File: config.mk
export PLATFORM = sky130hd
export DESIGN_NAME = pe_mc_router
export DESIGN_NICKNAME = d
export VERILOG_FILES = /design/src/rtl/pe_mc_pkg.sv /design/src/rtl/mc_fifo.sv /design/src/rtl/pe_mc_router.sv
export SDC_FILE = /design/constraint.sdc
export NUM_CORES = 1
export LEC_CHECK = 0
export CORE_MARGIN = 1
export CORE_UTILIZATION = 49
export DETAILED_ROUTE_END_ITERATION = 10
export PLACE_DENSITY_LB_ADDON = 0.3
export SYNTH_ARGS = -nofsm -noshare
export SYNTH_HDL_FRONTEND = slang
export SYNTH_SLANG_ARGS = --single-unit
File: constraint.sdc
create_clock -name clk -period 2.4 [get_ports clk]
set_input_delay 0.48 -clock clk [delete_from_list [all_inputs] [get_ports clk]]
set_output_delay 0.48 -clock clk [all_outputs]
set_load 0.02 [all_outputs]
File: src/rtl/pe_mc_pkg.sv
// Shared constants and helpers for the PE multicast router.
package pe_mc_pkg;

   localparam int unsigned CH_WEIGHT = 0;
   localparam int unsigned CH_IFMAP  = 1;
   localparam int unsigned CH_PSUM   = 2;

   // All-ones ID of the given width (1..32); callers truncate to their ID width.
   function automatic logic [31:0] bcast_id(input int unsigned width);
      return 32'hFFFF_FFFF >> (32 - width);
   endfunction

   // Enough bits to hold an occupancy of 0..depth inclusive.
   function automatic int unsigned lvl_width(input int unsigned depth);
      return $clog2(depth + 1);
   endfunction

endpackage

File: src/rtl/mc_fifo.sv
// Per-channel circular FIFO with push/pop/flush and an occupancy counter.
module mc_fifo
   import pe_mc_pkg::*;
#(
   parameter int unsigned DATA_WIDTH = 16,
   parameter int unsigned FIFO_DEPTH = 4,
   parameter int unsigned LVL_W      = lvl_width(FIFO_DEPTH)
) (
   input  logic                  clk,
   input  logic                  rst,
   input  logic                  push,
   input  logic [DATA_WIDTH-1:0] push_data,
   input  logic                  pop,
   input  logic                  flush,
   output logic [DATA_WIDTH-1:0] head_data,
   output logic [LVL_W-1:0]      level,
   output logic                  full,
   output logic                  empty
);

   localparam int unsigned PtrW = $clog2(FIFO_DEPTH);
   localparam logic [LVL_W-1:0] DepthLvl = LVL_W'(FIFO_DEPTH);

   logic [DATA_WIDTH-1:0] mem_q [FIFO_DEPTH];
   logic [PtrW-1:0]       wr_ptr_q, rd_ptr_q;
   logic [LVL_W-1:0]      level_q;
   logic                  wr_en, rd_en;

   always_comb begin
      full  = (level_q == DepthLvl);
      empty = (level_q == '0);
      wr_en = push && !full && !flush;
      rd_en = pop && !empty && !flush;
   end

   always_ff @(posedge clk) begin
      if (rst) begin
         for (int i = 0; i < FIFO_DEPTH; i++) mem_q[i] <= '0;
         wr_ptr_q <= '0;
         rd_ptr_q <= '0;
         level_q  <= '0;
      end else if (flush) begin
         wr_ptr_q <= '0;
         rd_ptr_q <= '0;
         level_q  <= '0;
      end else begin
         if (wr_en) begin
            mem_q[wr_ptr_q] <= push_data;
            wr_ptr_q        <= wr_ptr_q + 1'b1;
         end
         if (rd_en) rd_ptr_q <= rd_ptr_q + 1'b1;
         case ({wr_en, rd_en})
            2'b10:   level_q <= level_q + 1'b1;
            2'b01:   level_q <= level_q - 1'b1;
            default: level_q <= level_q;
         endcase
      end
   end

   // Head is read straight out of the storage flops, so it only moves on a pop.
   assign head_data = mem_q[rd_ptr_q];
   assign level     = level_q;

endmodule

File: src/rtl/pe_mc_router.sv
// Multicast router between the column buses and one PE: ID match, per-channel FIFO.
module pe_mc_router
   import pe_mc_pkg::*;
#(
   parameter int unsigned DATA_WIDTH = 16,
   parameter int unsigned ID_WIDTH   = 8,
   parameter int unsigned NUM_CH     = 3,
   parameter int unsigned FIFO_DEPTH = 4,
   parameter int unsigned LVL_W      = lvl_width(FIFO_DEPTH)
) (
   input  logic                         clk,
   input  logic                         rst,
   input  logic                         config_state,
   input  logic                         ce,
   input  logic [NUM_CH*ID_WIDTH-1:0]   cfg_id,
   input  logic                         flush,
   input  logic [NUM_CH*ID_WIDTH-1:0]   bus_id,
   input  logic [NUM_CH*DATA_WIDTH-1:0] bus_data,
   input  logic [NUM_CH-1:0]            bus_valid,
   output logic [NUM_CH-1:0]            bus_ready,
   output logic [NUM_CH*DATA_WIDTH-1:0] pe_data,
   output logic [NUM_CH-1:0]            pe_valid,
   input  logic [NUM_CH-1:0]            pe_ready,
   output logic [NUM_CH*LVL_W-1:0]      fifo_level,
   output logic [NUM_CH-1:0]            id_loaded
);

   localparam logic [ID_WIDTH-1:0] BcastId = ID_WIDTH'(bcast_id(ID_WIDTH));

   logic [ID_WIDTH-1:0] dest_id_q [NUM_CH];
   logic [NUM_CH-1:0]   id_loaded_q;
   logic [NUM_CH-1:0]   match, full, empty, push;

   always_ff @(posedge clk) begin
      if (rst) begin
         for (int c = 0; c < NUM_CH; c++) dest_id_q[c] <= '0;
         id_loaded_q <= '0;
      end else if (config_state && ce) begin
         for (int c = 0; c < NUM_CH; c++) dest_id_q[c] <= cfg_id[c*ID_WIDTH +: ID_WIDTH];
         id_loaded_q <= '1;
      end
   end

   assign id_loaded = id_loaded_q;

   for (genvar c = 0; c < NUM_CH; c++) begin : g_ch
      logic [ID_WIDTH-1:0] ch_id;

      // bus_ready depends only on match and full, never on pe_ready.
      always_comb begin
         ch_id        = bus_id[c*ID_WIDTH +: ID_WIDTH];
         match[c]     = id_loaded_q[c] && !config_state &&
                        ((ch_id == dest_id_q[c]) || (ch_id == BcastId));
         bus_ready[c] = !match[c] || !full[c];
         push[c]      = bus_valid[c] && match[c] && !full[c] && !flush;
         pe_valid[c]  = !empty[c];
      end

      mc_fifo #(
         .DATA_WIDTH (DATA_WIDTH),
         .FIFO_DEPTH (FIFO_DEPTH),
         .LVL_W      (LVL_W)
      ) u_fifo (
         .clk        (clk),
         .rst        (rst),
         .push       (push[c]),
         .push_data  (bus_data[c*DATA_WIDTH +: DATA_WIDTH]),
         .pop        (pe_ready[c]),
         .flush      (flush),
         .head_data  (pe_data[c*DATA_WIDTH +: DATA_WIDTH]),
         .level      (fifo_level[c*LVL_W +: LVL_W]),
         .full       (full[c]),
         .empty      (empty[c])
      );
   end

endmodule

==> flow_summary.yaml, run 1 <==
sta:
  tightest_slew_ns: 1.07
  finalSetupTns_ns: -0.371
  timing.fmax_ghz: 0.392
  holdWs_ns: 0.530
  drv_slew: 0
  timing.final.hold_violations: 0
  finalSetupViolCount: 4
  slew_headroom_pct: 28.3
  worst_slack_ns: -0.152
  skew_ns: 0.0274
  post-route-period-util_pct: 106
  layout_min_cycle_time_ns: 2.55
  rsz0062_at_grt: "true"
synthesis:
  yosys_warnings: 0
  synth_cells: 735
  ys_seq_area_share_pct: 63.9
  async_reset_ff_share_pct: 0
  synth_cell_types: 45
  synth_area_leaders: "edfxtp_1 (59%), and2_1 (10%), mux4_2 (9.8%)"
  synth_nets: 848
  synth_enable_flop_cells: 216
  synth_top_cell_area_share_pct: 58.8
  syn_avg_cell_area_um2: 15.0
  ys_ff_latch: 244
  ys.flop_type: "edfxtp_1"
  yosysTopAreaCell: "edfxtp_1"
  syn_area_um2: 11000
placed_design:
  dp_slack_ns: -0.775
  dp_cells: 1227
  hpwl_um: 14900
  io_buffers: 172
  dpl_cell_area_um2: 13800
  place.gp.congestion: 0.743
layout:
  stdcell_count: 1281
  layout_commonest_cell: "edfxtp_1"
  syn_to_final_growth_pct: 33.8
  final_cell_mix: "edfxtp_1 (216), and2_1 (184), clkdlybuf4s50_1 (105)"
  drive_above_1_share_pct: 26.9
  fin_area_um2: 14700
  fin_nets: 1093
  final_util_pct: 67.2
  nFillCells: 1525
  seq_area_um2: 7060
  multi_input_area_um2: 3900
detailed_routing:
  viasPerCell: 5.26
  detail-route-antenna-nets: 0
  first_pass_iters: 7
  routedWlPerCell_um: 18.3
  drc: 44
  wl_um: 23500
  via_count: 6738
  drt_iter0_drc: 337
cts:
  clockBufferDepth: 3
  cts_root_buffer: "clkbuf_16"
  numCtsBuffers: 26
  cts_hold_buf: 0
  clk_pin_slew_ns: 0.06
  cts.sinks: 244
  insertion_delay_ns: 0.54
  cts_tree: "done"
  h-tree-depth: 1
setup_path:
  end_kind: "output port"
  critPathLaunchType: "input pin"
  cp_slowest_cell: "clkdlybuf4s50_1"
  path_delay_family: "simple AND/OR/NAND/NOR gates"
  crit_chain: "clkdlybuf4s50_1 > xor2_1 > nor4_2 > a21oi_4 > or3_4 > buf_6"
  rrSetupSlack_ns: -0.03
  worstPathRequired_ns: 1.92
  crit_type: "in2out"
  max_stage_delay_ns: 0.43
  critical_path_buf_inv_count: 2
  cp.arrival_ns: 2.07
  crit_fanout: 2
grt:
  grt_max_degree: 37
  track_usage_pct: 21.0
  antenna_found_initial: 1
  grt_pass1_wl_um: 37900
  gr-total-overflow: 0
  grt_pass1_vias: 7215
floorplan:
  start_util_pct: 50.2
  io_pins: 173
  die_h_um: 152
  core_area_um2: 22000
  fp.dieW_um: 152
  fp.dieArea_um2: 23100
  num_rows: 54
hold_path:
  hp-class: "reg2reg"
pwr:
  pwr_density_cell_nw_per_um2: 625
  p_leak_nw: 5.62
  ir_drop_v: 0.000868
  p_total_mw: 9.21
job:
  cap_violations: 0
outcome:
  violations: "DRC, setup timing"
  status: "finished with violations"
[cell families (layout without fill, tap and decap cells)]
| kind of cell | count (synthesis) | in the layout | share of synthesized area (%) |
|---|---|---|---|
| DFF | 244 | 244 | 63.9 |
| other | 0 | 1 | 0 |
| AOI/OAI and AO/OA | 33 | 33 | 2.04 |
| muxes | 49 | 49 | 9.91 |
| adders and majority gates | 6 | 6 | 0.885 |
| and+or+nand+nor | 314 | 314 | 18.2 |
| xor gates and xnor gates | 36 | 36 | 2.86 |
| buffers and inverters | 53 | 318 | 2.21 |
[worst register-to-register path: stages, from the launching register on]
cell      delay [ns]
edfxtp_1        0.38
xor2_1          0.18
nor4_2          0.40
a21oi_4         0.12
buf_6           0.13
or2_4           0.23
ha_4            0.16
inv_2           0.06
fa_2            0.19
xor2_1          0.07
or3_1           0.32
a21oi_2         0.13
[repair_timing]
| item | CTS | global route |
|---|---|---|
| endpoints found under the setup margin | 94 | 150 |
| pin swaps | 20 | 10 |
| cloned | 3 | 1 |
| gates resized for setup | 187 | 43 |
| setup buffers | 0 | 1 |
[where the power goes]
part | internal (mW) | switching, mW | total, mW
clock | 2.20 | 1.59 | 3.80
combinational | 0.331 | 0.290 | 0.620
sequential | 4.75 | 0.0463 | 4.79
total | 7.28 | 1.93 | 9.21
[cell type report]
type,count,area share [%]
diodes,1,0.0170
clock buffers,36,4.88
clock inverters,12,0.653
inverters,14,0.356
multi-input cells,438,26.4
flip-flops and latches,244,47.9
well taps,280,2.38
repair buffers,256,17.4
[routing by layer]
layer	vias up	track usage (%)	wire length, um
met4	0	5.73	420
met2	185	36.8	11900
met5	-	0	0
li1	3205	-	-
met1	3313	26.9	9880
met3	35	3.65	1300
[cell usage after synthesis, drive strengths merged, types with 4 or more instances]
library cell,number
or2,4
clkbuf,29
and3b,5
edfxtp,216
nand4,7
a31o,8
nand2,11
xor2,33
nor4,13
a21oi,14
mux4,48
or3,11
and2,184
and3,32
dfxtp,28
inv,14
buf,10
o21ai,5
nor2,29
[path summary, 6_finish.rpt]
kind	from	endpoint	cells after the start
setup reg to reg	dest_id_q[0][0]	g_ch[0].u_fifo.level[2]	11
hold reg to reg	id_loaded[0]	id_loaded[0]	2
hold / removal	id_loaded[0]	id_loaded[0]	2
setup / recovery	bus_id[0]	bus_ready[0]	6
[flip-flops by register name, indices dropped and copies added, names as in the netlist, named ones only]
signal                cells
dest_id_q                24
id_loaded                 1
g_ch.u_fifo.wr_ptr_q      6
g_ch.u_fifo.level         9
g_ch.u_fifo.rd_ptr_q      6
g_ch.u_fifo.mem_q       192
Note: power is estimated with default switching activity, not from simulation.
==> run 2: changes to the inputs <==
--- a/config.mk
+++ b/config.mk
@@ -6,7 +6,9 @@
 export NUM_CORES = 1
 export LEC_CHECK = 0
 export CORE_MARGIN = 1
-export CORE_UTILIZATION = 49
+export CORE_UTILIZATION = 50
+export CTS_BUF_LIST = sky130_fd_sc_hd__clkbuf_4 sky130_fd_sc_hd__clkbuf_8
+export CTS_CLUSTER_DIAMETER = 40
 export DETAILED_ROUTE_END_ITERATION = 10
 export PLACE_DENSITY_LB_ADDON = 0.3
 export SYNTH_ARGS = -nofsm -noshare
==> run 2 against run 1 <==
The run ends with setup timing left. Combinational power barely moved. Clock power fell by 4%. Final area rose by 0.77%. Clock skew fell by 0.014 ns. Flip-flop and latch count did not move. Clock-buffer cell count rose by 30. First-iteration DRC count fell by 4.2%. Worst setup slack improved by 0.044 ns. Non-clock buffer count rose by 1. Via count rose by 1.4%. Sequential power barely moved. Critical endpoint is now bus_ready[2].
==> flow_summary.yaml, run 2 (same netlist as run 1, synthesis figures left out) <==
outcome:
  status: "finished with violations"
  violations: "setup timing"
detailed_routing:
  via_count: 6834
  drt_iter0_drc: 323
  wl_um: 23900
  drc: 0
  viasPerCell: 5.25
  routedWlPerCell_um: 18.4
  detail-route-antenna-nets: 0
  first_pass_iters: 4
setup_path:
  worst-path-stages: 6
  crit_fanout: 2
  crit_chain: "clkdlybuf4s50_1 > xor2_1 > nor4_2 > a21oi_2 > or3_1 > buf_6"
  critical_path_buf_inv_count: 2
  end_kind: "output port"
  path_delay_family: "simple AND/OR/NAND/NOR gates"
  reg2reg_depth: 11
  r2r_start: "dest_id_q[0][6]"
  worstPathRequired_ns: 1.92
  critPathLaunchType: "input pin"
  cp_slowest_cell: "clkdlybuf4s50_1"
  crit_type: "in2out"
  rrSetupSlack_ns: -0.02
  reg2reg_to: "g_ch[0].u_fifo.level[2]"
  cp-endpoint: "bus_ready[2]"
  cp.arrival_ns: 2.03
  cp-startpoint: "bus_id[20]"
  max_stage_delay_ns: 0.45
pwr:
  ir_drop_v: 0.000425
  pwr_density_cell_nw_per_um2: 610
  p_leak_nw: 5.68
layout:
  final_cell_mix: "edfxtp_1 (216), and2_1 (184), clkdlybuf4s50_1 (103)"
  fin_area_um2: 14900
  drive_above_1_share_pct: 30.2
  stdcell_count: 1302
  final_util_pct: 69.8
  syn_to_final_growth_pct: 34.8
  layout_commonest_cell: "edfxtp_1"
  largest_reg_flops: 192
  nFillCells: 1479
  regMostFlops: "g_ch.u_fifo.mem_q"
  n_antenna_cell: 0
  fin_nets: 1109
grt:
  grt_max_degree: 37
  antenna_found_initial: 0
  gr-total-overflow: 0
  track_usage_pct: 21.0
  grt_pass1_wl_um: 36100
  grt_pass1_vias: 7097
placed_design:
  dpl_cell_area_um2: 13700
  dp_cells: 1216
  place.gp.congestion: 0.776
  io_buffers: 172
  dp_slack_ns: -0.653
  hpwl_um: 14600
sta:
  drv_slew: 0
  layout_min_cycle_time_ns: 2.51
  worst_slack_ns: -0.108
  tightest_slew_ns: 1.18
  skew_ns: 0.0136
  finalSetupViolCount: 6
  rsz0062_at_grt: "true"
  post-route-period-util_pct: 104
  finalSetupTns_ns: -0.307
  timing.final.hold_violations: 0
  slew_headroom_pct: 20.9
  timing.fmax_ghz: 0.399
job:
  cap_violations: 0
floorplan:
  io_pins: 173
  fp.dieW_um: 150
  start_util_pct: 51.8
  num_rows: 53
  core_area_um2: 21300
  fp.dieArea_um2: 22600
  die_h_um: 150
cts:
  clockBufferDepth: 3
  h-tree-depth: 2
  clk_pin_slew_ns: 0.06
  cts_tree: "done"
  cts.sinks: 244
  cts_root_buffer: "clkbuf_8"
  numCtsBuffers: 41
  cts_hold_buf: 0
  insertion_delay_ns: 0.53
hold_path:
  hp-class: "reg2reg"
-- run 2: cell count changes in the layout (fill, tap and decap cells not counted), sizes merged, moves of 2 or more --
cell,before,now
clkbuf,47,76
clkdlybuf4s15,14,31
buf,107,95
bufbuf,3,0
clkinv,9,6
dlymetal6s2s,9,12
clkdlybuf4s50,105,103
-- run 2: per-stage QoR --
step	hold slack, ns	total power [mW]
2_1_floorplan	0.485	5.09
4_1_cts	0.532	9.14
6_report	0.539	9.07
3_5_place_dp	0.522	5.50
3_3_place_gp	0.513	5.48
5_1_grt	0.551	9.39
-- run 2: what timing repair did --
| action | CTS | global route |
|---|---|---|
| gates resized for setup | 184 | 41 |
| pin swaps | 19 | 27 |
| cloned | 0 | 6 |
| setup endpoints to repair | 55 | 155 |
| setup buffers | 2 | 5 |
-- run 2: how the worst min path moves through the flow --
stage | start | slack, ns | cells after the start | endpoint
after detailed placement | g_ch[2].u_fifo.wr_ptr_q[1] | 0.52 | 2 | g_ch[2].u_fifo.wr_ptr_q[1]
after global placement | g_ch[2].u_fifo.rd_ptr_q[1] | 0.51 | 2 | g_ch[2].u_fifo.rd_ptr_q[1]
after CTS | g_ch[2].u_fifo.wr_ptr_q[1] | 0.53 | 2 | g_ch[2].u_fifo.wr_ptr_q[1]
final | g_ch[2].u_fifo.rd_ptr_q[1] | 0.54 | 2 | flop
after floorplan | g_ch[2].u_fifo.rd_ptr_q[1] | 0.48 | 2 | flop
after global routing | g_ch[2].u_fifo.wr_ptr_q[1] | 0.55 | 2 | g_ch[2].u_fifo.wr_ptr_q[1]
-- run 2: final cells by class --
class / count / area, um^2 / area share (%)
clock buffer: 66 / 777 / 5.23
clock inverter: 8 / 42.5 / 0.286
inverter: 14 / 52.6 / 0.354
multi-input combinational: 438 / 3880 / 26.1
sequential: 244 / 7060 / 47.5
tap: 275 / 344 / 2.32
timing repair buffer: 257 / 2710 / 18.2
-- run 2: routing by layer --
metal  vias to the layer above  wire length [um]  GRT usage [%]
met5                         -                 0              0
met4                         0               440           5.91
met3                        37              1200           4.64
met2                       173             12700           37.9
met1                      3375              9630           25.2
li1                       3249                 -              -
-- run 2: worst min-delay path, stage by stage (launching register included) --
cell and delay [ns]:
dfxtp_1 0.33, xor2_1 0.07, nor2_1 0.10
-- run 2: power breakdown --
group / internal, mW / leakage [nW] / switching (mW)
Combinational: 0.337 / 2.78 / 0.286
Clock: 2.05 / 0.441 / 1.60
Sequential: 4.75 / 2.46 / 0.0454
Total: 7.14 / 5.68 / 1.93
==> run 3: changes to the inputs <==
--- a/config.mk
+++ b/config.mk
@@ -5,12 +5,14 @@
 export SDC_FILE = /design/constraint.sdc
 export NUM_CORES = 1
 export LEC_CHECK = 0
+export ABC_AREA = 0
 export CORE_MARGIN = 1
 export CORE_UTILIZATION = 50
 export CTS_BUF_LIST = sky130_fd_sc_hd__clkbuf_4 sky130_fd_sc_hd__clkbuf_8
 export CTS_CLUSTER_DIAMETER = 40
 export DETAILED_ROUTE_END_ITERATION = 10
 export PLACE_DENSITY_LB_ADDON = 0.3
+export SLEW_MARGIN = 15
 export SYNTH_ARGS = -nofsm -noshare
 export SYNTH_HDL_FRONTEND = slang
 export SYNTH_SLANG_ARGS = --single-unit
==> run 3 against run 2 <==
The flow still finishes with violations (setup timing). Final cell count unchanged. Fmax did not move. Final area about the same. Clock-buffer cell count is the same. Largest power group unchanged. Die area is the same. Critical path depth is the same. Critical endpoint unchanged. Hold slack unchanged. Register-to-register slack hardly changed. Clock power about the same. Non-clock buffer count did not move. Core utilization about the same. Critical path type unchanged. Via count is essentially flat.
==> flow_summary.yaml, run 3 (same netlist as run 1, synthesis figures left out) <==
pwr:
  seqPwrFrac_pct: 52.9
  switching_share_pct: 21.3
  p_leak_nw: 5.68
  p_switching_mw: 1.93
  pwr_density_cell_nw_per_um2: 610
  comb_power_share_pct: 6.9
  clockPowerShare_pct: 40.3
  internal-power_mw: 7.14
  ir_drop_v: 0.000425
cts:
  clk_pin_slew_ns: 0.06
  clockBufferDepth: 3
  insertion_delay_ns: 0.53
  numCtsBuffers: 41
  cts_root_buffer: "clkbuf_8"
  cts_tree: "done"
  h-tree-depth: 2
  cts.sinks: 244
placed_design:
  dpl_cell_area_um2: 13700
  dp_cells: 1216
  io_buffers: 172
  dp_slack_ns: -0.653
  hpwl_um: 14600
  place.gp.congestion: 0.776
grt:
  grt_pass1_wl_um: 36100
  grt_max_degree: 37
  grt_pass1_vias: 7097
  antenna_found_initial: 0
  gr-total-overflow: 0
  track_usage_pct: 21.0
setup_path:
  end_kind: "output port"
  crit_chain: "clkdlybuf4s50_1 > xor2_1 > nor4_2 > a21oi_2 > or3_1 > buf_6"
  critPathLaunchType: "input pin"
  crit_type: "in2out"
  reg2reg_depth: 11
  worst-path-stages: 6
  crit_fanout: 2
  cp_slowest_cell: "clkdlybuf4s50_1"
  worstPathRequired_ns: 1.92
  cp.arrival_ns: 2.03
  critical_path_buf_inv_count: 2
  max_stage_delay_ns: 0.45
  path_delay_family: "simple AND/OR/NAND/NOR gates"
sta:
  drv_slew: 0
  timing.fmax_ghz: 0.399
  layout_min_cycle_time_ns: 2.51
  rsz0062_at_grt: "true"
  skew_ns: 0.0136
  finalSetupViolCount: 6
  timing.final.hold_violations: 0
  finalSetupTns_ns: -0.307
  post-route-period-util_pct: 104
  slew_headroom_pct: 51.2
  worst_slack_ns: -0.108
  tightest_slew_ns: 0.732
detailed_routing:
  first_pass_iters: 4
  drt_iter0_drc: 323
  routedWlPerCell_um: 18.4
  drc: 0
  detail-route-antenna-nets: 0
  via_count: 6836
  viasPerCell: 5.25
  wl_um: 23900
layout:
  layout_commonest_cell: "edfxtp_1"
  fin_area_um2: 14900
  final_util_pct: 69.8
  final_cell_mix: "edfxtp_1 (216), and2_1 (184), clkdlybuf4s50_1 (103)"
  nFillCells: 1478
  stdcell_count: 1302
  largest_reg_flops: 192
  drive_above_1_share_pct: 30.3
  n_antenna_cell: 0
  fin_nets: 1109
  regMostFlops: "g_ch.u_fifo.mem_q"
  syn_to_final_growth_pct: 34.8
floorplan:
  die_h_um: 150
  core_area_um2: 21300
  fp.dieW_um: 150
  fp.dieArea_um2: 22600
  num_rows: 53
  io_pins: 173
  start_util_pct: 51.8
job:
  cap_violations: 0
hold_path:
  hold-path-cell-count: 2
  hp-class: "reg2reg"
outcome:
  status: "finished with violations"
  violations: "setup timing"
## run 3: path summary, 6_finish.rpt
| kind | slack, ns | startpoint | to |
|---|---|---|---|
| setup / recovery | -0.11 | bus_id[20] | bus_ready[2] |
| hold / removal | 0.54 | g_ch[2].u_fifo.rd_ptr_q[1] | flop |
| setup reg to reg | -0.02 | dest_id_q[0][6] | g_ch[0].u_fifo.level[2] |
| hold reg to reg | 0.54 | g_ch[2].u_fifo.rd_ptr_q[1] | flop |
## run 3: repair_timing
action | 4_1_cts | 5_1_grt
resized for setup | 184 | 41
hold buffers | 0 | 0
gates cloned | 0 | 6
buffers inserted | 2 | 5
setup endpoints to repair | 55 | 155
pin swaps | 19 | 27
## run 3: layout make-up
cell class | instances | area (um^2) | share of cell area, %
Multi-Input combinational cell | 438 | 3880 | 26.1
Tap cell | 275 | 344 | 2.32
Timing Repair Buffer | 257 | 2710 | 18.2
Sequential cell | 244 | 7060 | 47.5
Clock inverter | 8 | 42.5 | 0.286
Clock buffer | 66 | 777 | 5.23
Inverter | 14 | 52.6 | 0.354
## run 3: routing by layer
metal / routed length, um / vias up / track usage, % / share of wire, %
met4: 440 / 0 / 5.91 / 1.8
met3: 1160 / 37 / 4.64 / 4.8
li1: - / 3249 / - / -
met2: 12700 / 169 / 37.9 / 53
met5: 0 / - / 0 / 0
met1: 9660 / 3381 / 25.2 / 40
## run 3: tightest hold or removal path, cell delays in order (launching register included)
cell	delay (ns)
dfxtp_1	0.33
xor2_1	0.07
nor2_1	0.10
## run 3: power by group through the flow
stage                     sequential [mW]  combinational (mW)  clock (mW)
after global routing                 4.81               0.663        3.91
final                                4.80               0.623        3.65
after floorplan                      4.87               0.224           0
after CTS                            4.80               0.610        3.73
after global placement               4.88               0.604           0
after detailed placement             4.88               0.611           0
## run 3: stage by stage
| stage | total power, mW | hold slack [ns] |
|---|---|---|
| CTS | 9.14 | 0.532 |
| global placement | 5.48 | 0.513 |
| detailed placement | 5.50 | 0.522 |
| global route | 9.39 | 0.551 |
| finish | 9.07 | 0.539 |
| floorplan | 5.09 | 0.485 |
